==> config.mk <==
export PLATFORM = sky130hd
export DESIGN_NAME = recovery_ctrl_flat
export DESIGN_NICKNAME = d
export VERILOG_FILES = /design/src/rtl/recovery_ctrl_pkg.sv /design/src/rtl/recovery_ctrl_if.sv /design/src/rtl/recovery_ctrl.sv /design/src/flat_wrapper.sv
export SDC_FILE = /design/constraint.sdc
export NUM_CORES = 1
export LEC_CHECK = 0
export CAP_MARGIN = 25
export CORE_ASPECT_RATIO = 1.75
export CORE_MARGIN = 10
export CORE_UTILIZATION = 25
export CTS_BUF_LIST = sky130_fd_sc_hd__clkbuf_8
export CTS_CLUSTER_DIAMETER = 60
export CTS_CLUSTER_SIZE = 24
export DETAILED_ROUTE_END_ITERATION = 7
export PLACE_DENSITY = 0.57
export SETUP_SLACK_MARGIN = 0.1
export SYNTH_ARGS = -nofsm -noshare
export SYNTH_HDL_FRONTEND = slang
export SYNTH_SLANG_ARGS = --single-unit
==> constraint.sdc <==
create_clock -name clk -period 3 [get_ports clk]
set_input_delay 0.6 -clock clk [delete_from_list [all_inputs] [get_ports clk]]
set_output_delay 0.6 -clock clk [all_outputs]
set_load 0.01 [all_outputs]
==> src/rtl/recovery_ctrl_pkg.sv <==
// Shared types and default timing constants for the lockstep recovery controller.
package ft_recovery_pkg;

  typedef enum logic [2:0] {
    ST_IDLE,
    ST_HALT,
    ST_CORE_RST,
    ST_RESTORE,
    ST_RESUME,
    ST_FAIL
  } state_e;

  localparam int DEF_DRAIN_CYCLES = 4;
  localparam int DEF_RST_CYCLES   = 2;
  localparam int DEF_MAX_RETRY    = 3;
  localparam int DEF_CLEAN_WINDOW = 1024;

  function automatic int max2(input int a, input int b);
    return (a > b) ? a : b;
  endfunction

endpackage

==> src/rtl/recovery_ctrl_if.sv <==
// Comparator, SGPR read port and core control bundle of the recovery controller.
interface recovery_ctrl_if #(
  parameter int ADDR_WIDTH = 5,
  parameter int DATA_WIDTH = 32
);
  logic                  wb_valid_i;
  logic                  mismatch_i;
  logic [ADDR_WIDTH-1:0] sgpr_raddr_o;
  logic [DATA_WIDTH-1:0] sgpr_rdata_i;
  logic                  halt_o;
  logic                  core_rst_n_o;
  logic                  core_we_o;
  logic [ADDR_WIDTH-1:0] core_waddr_o;
  logic [DATA_WIDTH-1:0] core_wdata_o;
  logic                  busy_o;
  logic [7:0]            err_count_o;
  logic                  fatal_o;

  modport master (
    output wb_valid_i, mismatch_i, sgpr_rdata_i,
    input  sgpr_raddr_o, halt_o, core_rst_n_o, core_we_o, core_waddr_o,
           core_wdata_o, busy_o, err_count_o, fatal_o
  );

  modport slave (
    input  wb_valid_i, mismatch_i, sgpr_rdata_i,
    output sgpr_raddr_o, halt_o, core_rst_n_o, core_we_o, core_waddr_o,
           core_wdata_o, busy_o, err_count_o, fatal_o
  );
endinterface

==> src/rtl/recovery_ctrl.sv <==
// Halts both cores on a lockstep mismatch, resets them, restores the register
// file from the SGPR copy and resumes; gives up after too many retries.
module recovery_ctrl
  import ft_recovery_pkg::*;
#(
  parameter int ADDR_WIDTH   = 5,
  parameter int DATA_WIDTH   = 32,
  parameter int DRAIN_CYCLES = DEF_DRAIN_CYCLES,
  parameter int RST_CYCLES   = DEF_RST_CYCLES,
  parameter int MAX_RETRY    = DEF_MAX_RETRY,
  parameter int CLEAN_WINDOW = DEF_CLEAN_WINDOW
) (
  input logic            clk,
  input logic            rst_n,
  recovery_ctrl_if.slave bus
);

  // One counter times HALT/CORE_RST and then serves as the restore address.
  localparam int CNT_W   = max2(ADDR_WIDTH, $clog2(max2(DRAIN_CYCLES, RST_CYCLES) + 1));
  localparam int RET_W   = $clog2(MAX_RETRY + 2);
  localparam int CLEAN_W = $clog2(CLEAN_WINDOW + 1);

  localparam logic [CNT_W-1:0]   DRAIN_LOAD  = CNT_W'(DRAIN_CYCLES - 1);
  localparam logic [CNT_W-1:0]   RST_LOAD    = CNT_W'(RST_CYCLES - 1);
  localparam logic [CNT_W-1:0]   FIRST_ADDR  = CNT_W'(1);
  localparam logic [RET_W-1:0]   RETRY_LIMIT = RET_W'(MAX_RETRY);
  localparam logic [CLEAN_W-1:0] CLEAN_DONE  = CLEAN_W'(CLEAN_WINDOW);

  state_e               state_reg, state_next;
  logic [CNT_W-1:0]     cnt_reg, cnt_next;
  logic [RET_W-1:0]     retry_reg, retry_next, retry_inc;
  logic [CLEAN_W-1:0]   clean_reg, clean_next;
  logic [7:0]           err_reg, err_next;
  logic                 restoring;
  logic [DATA_WIDTH-1:0] wdata;

  always_ff @(posedge clk) begin
    if (!rst_n) begin
      state_reg <= ST_IDLE;
      cnt_reg   <= '0;
      retry_reg <= '0;
      clean_reg <= '0;
      err_reg   <= '0;
    end else begin
      state_reg <= state_next;
      cnt_reg   <= cnt_next;
      retry_reg <= retry_next;
      clean_reg <= clean_next;
      err_reg   <= err_next;
    end
  end

  always_comb begin
    state_next = state_reg;
    cnt_next   = cnt_reg;
    retry_next = retry_reg;
    clean_next = clean_reg;
    err_next   = err_reg;
    retry_inc  = retry_reg + RET_W'(1);
    case (state_reg)
      ST_IDLE: begin
        if (bus.wb_valid_i && bus.mismatch_i) begin
          // A hit on the window-completion cycle still counts against the old retry value.
          err_next   = (err_reg == 8'hFF) ? err_reg : err_reg + 8'd1;
          retry_next = retry_inc;
          clean_next = '0;
          if (retry_inc > RETRY_LIMIT) begin
            state_next = ST_FAIL;
          end else begin
            state_next = ST_HALT;
            cnt_next   = DRAIN_LOAD;
          end
        end else if (clean_reg == CLEAN_DONE) begin
          retry_next = '0;
          clean_next = '0;
        end else begin
          clean_next = clean_reg + CLEAN_W'(1);
        end
      end
      ST_HALT: begin
        if (cnt_reg == '0) begin
          state_next = ST_CORE_RST;
          cnt_next   = RST_LOAD;
        end else begin
          cnt_next = cnt_reg - CNT_W'(1);
        end
      end
      ST_CORE_RST: begin
        if (cnt_reg == '0) begin
          state_next = ST_RESTORE;
          cnt_next   = FIRST_ADDR;
        end else begin
          cnt_next = cnt_reg - CNT_W'(1);
        end
      end
      ST_RESTORE: begin
        if (cnt_reg[ADDR_WIDTH-1:0] == '1) begin
          state_next = ST_RESUME;
          cnt_next   = '0;
        end else begin
          cnt_next = cnt_reg + CNT_W'(1);
        end
      end
      ST_RESUME: state_next = ST_IDLE;
      ST_FAIL:   state_next = ST_FAIL;
      default:   state_next = ST_IDLE;
    endcase
  end

  assign restoring = (state_reg == ST_RESTORE);

  for (genvar gi = 0; gi < DATA_WIDTH; gi++) begin : g_wdata
    assign wdata[gi] = restoring & bus.sgpr_rdata_i[gi];
  end

  assign bus.halt_o       = (state_reg != ST_IDLE);
  assign bus.core_rst_n_o = (state_reg != ST_CORE_RST);
  assign bus.core_we_o    = restoring;
  assign bus.sgpr_raddr_o = restoring ? cnt_reg[ADDR_WIDTH-1:0] : '0;
  assign bus.core_waddr_o = restoring ? cnt_reg[ADDR_WIDTH-1:0] : '0;
  assign bus.core_wdata_o = wdata;
  assign bus.busy_o       = (state_reg != ST_IDLE) && (state_reg != ST_FAIL);
  assign bus.err_count_o  = err_reg;
  assign bus.fatal_o      = (state_reg == ST_FAIL);

endmodule

==> src/flat_wrapper.sv <==
// flat-port wrapper written by rule: the top's interface ports become plain ports
module recovery_ctrl_flat import ft_recovery_pkg::*;
#(
  parameter int ADDR_WIDTH   = 5,
  parameter int DATA_WIDTH   = 32,
  parameter int DRAIN_CYCLES = DEF_DRAIN_CYCLES,
  parameter int RST_CYCLES   = DEF_RST_CYCLES,
  parameter int MAX_RETRY    = DEF_MAX_RETRY,
  parameter int CLEAN_WINDOW = DEF_CLEAN_WINDOW
)
  (clk, rst_n, bus_wb_valid_i, bus_mismatch_i, bus_sgpr_rdata_i, bus_sgpr_raddr_o, bus_halt_o, bus_core_rst_n_o, bus_core_we_o, bus_core_waddr_o, bus_core_wdata_o, bus_busy_o, bus_err_count_o, bus_fatal_o);
  recovery_ctrl_if #(.ADDR_WIDTH(ADDR_WIDTH), .DATA_WIDTH(DATA_WIDTH)) bus_i ();
  input logic clk;
  input logic rst_n;
  input wire logic [$bits(bus_i.wb_valid_i)-1:0] bus_wb_valid_i;
  input wire logic [$bits(bus_i.mismatch_i)-1:0] bus_mismatch_i;
  input wire logic [$bits(bus_i.sgpr_rdata_i)-1:0] bus_sgpr_rdata_i;
  output wire logic [$bits(bus_i.sgpr_raddr_o)-1:0] bus_sgpr_raddr_o;
  output wire logic [$bits(bus_i.halt_o)-1:0] bus_halt_o;
  output wire logic [$bits(bus_i.core_rst_n_o)-1:0] bus_core_rst_n_o;
  output wire logic [$bits(bus_i.core_we_o)-1:0] bus_core_we_o;
  output wire logic [$bits(bus_i.core_waddr_o)-1:0] bus_core_waddr_o;
  output wire logic [$bits(bus_i.core_wdata_o)-1:0] bus_core_wdata_o;
  output wire logic [$bits(bus_i.busy_o)-1:0] bus_busy_o;
  output wire logic [$bits(bus_i.err_count_o)-1:0] bus_err_count_o;
  output wire logic [$bits(bus_i.fatal_o)-1:0] bus_fatal_o;
  assign bus_i.wb_valid_i = bus_wb_valid_i;
  assign bus_i.mismatch_i = bus_mismatch_i;
  assign bus_i.sgpr_rdata_i = bus_sgpr_rdata_i;
  assign bus_sgpr_raddr_o = bus_i.sgpr_raddr_o;
  assign bus_halt_o = bus_i.halt_o;
  assign bus_core_rst_n_o = bus_i.core_rst_n_o;
  assign bus_core_we_o = bus_i.core_we_o;
  assign bus_core_waddr_o = bus_i.core_waddr_o;
  assign bus_core_wdata_o = bus_i.core_wdata_o;
  assign bus_busy_o = bus_i.busy_o;
  assign bus_err_count_o = bus_i.err_count_o;
  assign bus_fatal_o = bus_i.fatal_o;
  recovery_ctrl #(.ADDR_WIDTH(ADDR_WIDTH), .DATA_WIDTH(DATA_WIDTH), .DRAIN_CYCLES(DRAIN_CYCLES), .RST_CYCLES(RST_CYCLES), .MAX_RETRY(MAX_RETRY), .CLEAN_WINDOW(CLEAN_WINDOW)) u_core (.clk(clk), .rst_n(rst_n), .bus(bus_i));
endmodule
==> flow_metrics.py, run 1 <==
metrics = {
    "place": {
        "placed_area_sq_mm": 0.00293,
        "io_buffers": 90,
        "dp_hpwl_mm": 5.23,
        "placed_cells": 417,
        "routabilityCongestion": 0.815,
    },
    "clock_network": {
        "cts_inserted_buffers": 5,
        "cts.sinks": 30,
        "cts_hold_buf": 0,
        "clock_tree.htree_level_count": 2,
        "post_cts_buffers": 0,
        "clk_path_buf_depth": 2,
        "clkTransAtPathRegs_ns": 0.07,
        "worstSkewPairLatency_ns": 0.29,
        "cts_tree": "done",
        "ctsRootBufferMaster": "sky130_fd_sc_hd__clkbuf_8",
        "ctsResizeCount": 0,
    },
    "sta": {
        "setup_tns_ns": 0,
        "grt_setup_unrepaired": "no",
        "final_period_minus_worst_setup_slack_ns": 2.65,
        "fmax_mhz": 378,
        "worst_slew_margin_rel": 0.648,
        "report.final.slew_viol_count": 0,
        "report.final.hold_viol_count": 0,
        "clock-skew-final_ns": 0.00785,
        "final_period_util": 0.882,
        "slew_at_the_pin_closest_to_its_max_slew_limit_ns": 0.528,
        "finalSetupViolations": 0,
    },
    "floorplan": {
        "core_area_sq_mm": 0.00762,
        "die-width_um": 86.9,
        "starting_utilization_of_the_core_area": 0.257,
        "ios": 91,
        "placement_rows": 42,
        "fp.dieArea_sq_mm": 0.0119,
        "floorplan.die.height_um": 137,
    },
    "finish": {
        "insertedDiodeCount": 0,
        "ff_latch_area_sq_um": 601,
        "stdcell_count": 425,
        "drive_above_1_share": 0.0564,
        "most_common_library_cell_in_the_layout_ignoring_fill_and_taps": "sky130_fd_sc_hd__clkdlybuf4s50_1",
        "fillCellCount": 762,
        "area_occupied_by_multi_input_gates_sq_mm": 0.00120,
        "largest_register_ffs": 11,
        "finalCoreUtilization": 0.397,
        "design.final.nets": 380,
        "areaGrowthSynthToFinish_pct": 54.3,
        "most-common-layout-cells": "sky130_fd_sc_hd__clkdlybuf4s50_1, sky130_fd_sc_hd__and2_1, sky130_fd_sc_hd__dfxtp_1, sky130_fd_sc_hd__nor2_1, sky130_fd_sc_hd__inv_1",
        "fin_area_sq_mm": 0.00302,
    },
    "pwr": {
        "power_density_over_cell_area_mw_per_mm2": 563,
        "irDropWorstVdd_mv": 0.224,
        "p_leak_nw": 1.10,
        "fin_total_pwr_mw": 1.70,
    },
    "setup_path": {
        "cp-end-kind": "primary output",
        "critical-path-slowest-cell": "sky130_fd_sc_hd__clkdlybuf4s50_1",
        "cp_data_required_time_ns": 2.40,
        "timing.critical_path.slowest_cell_delay_ns": 0.56,
        "regToRegEndpoint": "u_core.bus.err_count_o[6]",
        "critPathMaxFanout": 40,
        "crit_path_category": "reg -> out",
        "reg2reg_setup_slack_ns": 0.99,
        "critical_path.n_buffers_inverters": 2,
        "rr_worst_depth": 5,
        "path_delay_family": "buffers and inverters",
        "critical_path_cell_count": 4,
        "worstSetupStartpointType": "flop",
        "critPathArrivalTime_ns": 2.05,
        "setup.worst_path.start": "u_core.state_reg[2]",
        "endpoint": "bus_sgpr_raddr_o[4]",
        "ff_to_ff_start": "u_core.state_reg[2]",
        "worstPathCellList": "and3b_1 > buf_4 > and2_1 > clkdlybuf4s50_1",
    },
    "min_path": {
        "worstHoldStart": "u_core.retry_reg[1]",
        "min-delay-path-class": "reg -> reg",
    },
    "drt": {
        "vias_per_cell": 4.87,
        "drt_first_iter_violations": 83,
        "wl_per_cell_um": 14.9,
        "dr_total_vias": 2071,
        "final_antenna_net_count": 0,
        "detailedRoute.firstPassIterationCount": 4,
        "finalWirelength_mm": 6.33,
        "drt_drc_violations_left": 0,
    },
    "synth": {
        "synth_seq_cells": 30,
        "synthesis.nets": 294,
        "ys_seq_area_frac": 0.307,
        "async_reset_ff_frac": 0,
        "mappedNetlistArea_sq_mm": 0.00196,
        "yosys.cell_types.count": 46,
        "synth_edf_count": 0,
        "ys_warn_count": 0,
        "post_synth_inst_count": 250,
        "synth_ff_type": "sky130_fd_sc_hd__dfxtp_1",
        "postSynthAreaPerCell_sq_um": 7.84,
    },
    "grt": {
        "grt-busiest-layer": "met2",
        "grt_max_degree": 41,
        "grtUsageMet2": 0.188,
        "globalRouteMet1Util": 0.0956,
        "number_of_antenna_violations_at_the_first_check_in_global_routing": 0,
        "met3_usage": 0.0714,
        "grt_pass1_wl_mm": 10.4,
        "gr-usage-all-layers": 0.107,
        "grt_pass1_vias": 2165,
        "globalRoute.totalOverflow": 0,
    },
    "run_status": {
        "status": "finished clean",
    },
    "job": {
        "maxCapViolCount": 0,
    },
}
## how the worst min path moves through the flow
stage,slack (ns),endpoint,depth (start not counted)
2_1_floorplan,0.45,u_core.retry_reg[1],2
3_3_place_gp,0.48,u_core.retry_reg[1],2
3_5_place_dp,0.49,u_core.retry_reg[1],2
4_1_cts,0.50,u_core.retry_reg[1],2
5_1_grt,0.51,u_core.retry_reg[1],2
6_report,0.50,u_core.retry_reg[1],2
## tightest hold or removal path: cells and delay by family, from the launching register on
family / cells / cell delay (ns)
AO/OA/AOI/OAI: 1 / 0.06
buffers and inverters: 1 / 0.06
flip-flops: 1 / 0.34
## cell families (layout without fill, tap and decap cells)
logic type	count (synthesis)	in the layout	share of synthesized area
AND/OR/NAND/NOR	117	117	0.338
XOR/XNOR	16	16	0.0715
multiplexers	1	1	0.00511
flip-flops	30	30	0.307
adder cells (fa/ha/maj)	8	8	0.0511
AO/OA/AOI/OAI	44	44	0.149
buffers and inverters	34	121	0.0785
## final cells by class
type | count | area share
clock buffers | 6 | 0.0273
clock inverters | 2 | 0.00290
inverters | 15 | 0.0186
multi-input cells | 186 | 0.398
flip-flops and latches | 30 | 0.199
well taps | 88 | 0.0364
repair buffers | 98 | 0.318
## report_power, final
part	total (mW)	leakage (nW)	internal [mW]	switching, mW
clock	0.340	0.0524	0.181	0.158
combinational	0.826	0.805	0.389	0.437
sequential	0.537	0.243	0.457	0.0795
## per-stage QoR
step,setup slack (ns),hold WS (ns)
CTS,0.308,0.501
floorplan,0.906,0.452
global route,0.215,0.509
finish,0.355,0.502
global placement,0.619,0.480
detailed placement,0.581,0.491
## layer usage
metal	up-vias	wire, um	share of wire
met3	6	844	0.13
li1	1036	-	-
met1	940	2240	0.35
met2	89	3160	0.50
met4	0	85	0.013
met5	-	0	0
## cells in the mapped netlist (6+ instances only)
cell / count / area [sq um]
sky130_fd_sc_hd__nor2_1: 21 / 78.8
sky130_fd_sc_hd__and2_1: 38 / 238
sky130_fd_sc_hd__clkbuf_1: 13 / 48.8
sky130_fd_sc_hd__nand2_1: 12 / 45.0
sky130_fd_sc_hd__inv_1: 13 / 48.8
sky130_fd_sc_hd__xor2_1: 9 / 78.8
sky130_fd_sc_hd__a21oi_1: 11 / 55.1
sky130_fd_sc_hd__o21ai_0: 10 / 50.1
sky130_fd_sc_hd__ha_1: 8 / 100
sky130_fd_sc_hd__nor3_1: 7 / 35.0
sky130_fd_sc_hd__nand3_1: 11 / 55.1
sky130_fd_sc_hd__dfxtp_1: 30 / 601
sky130_fd_sc_hd__nand4_1: 6 / 37.5
sky130_fd_sc_hd__xnor2_1: 7 / 61.3
Power figures use the tool's default switching activity.
==> run 2, diff against run 1 <==
Settings changed: SLEW_MARGIN set to 30.
==> results of run 2 <==
No change in the layout: final DEF, timing and power equal those of run 1.
==> run 3, diff against run 2 <==
Settings changed: CAP_MARGIN 25 to 20.
==> results of run 3 <==
No change in the layout: final DEF, timing and power equal those of run 1.
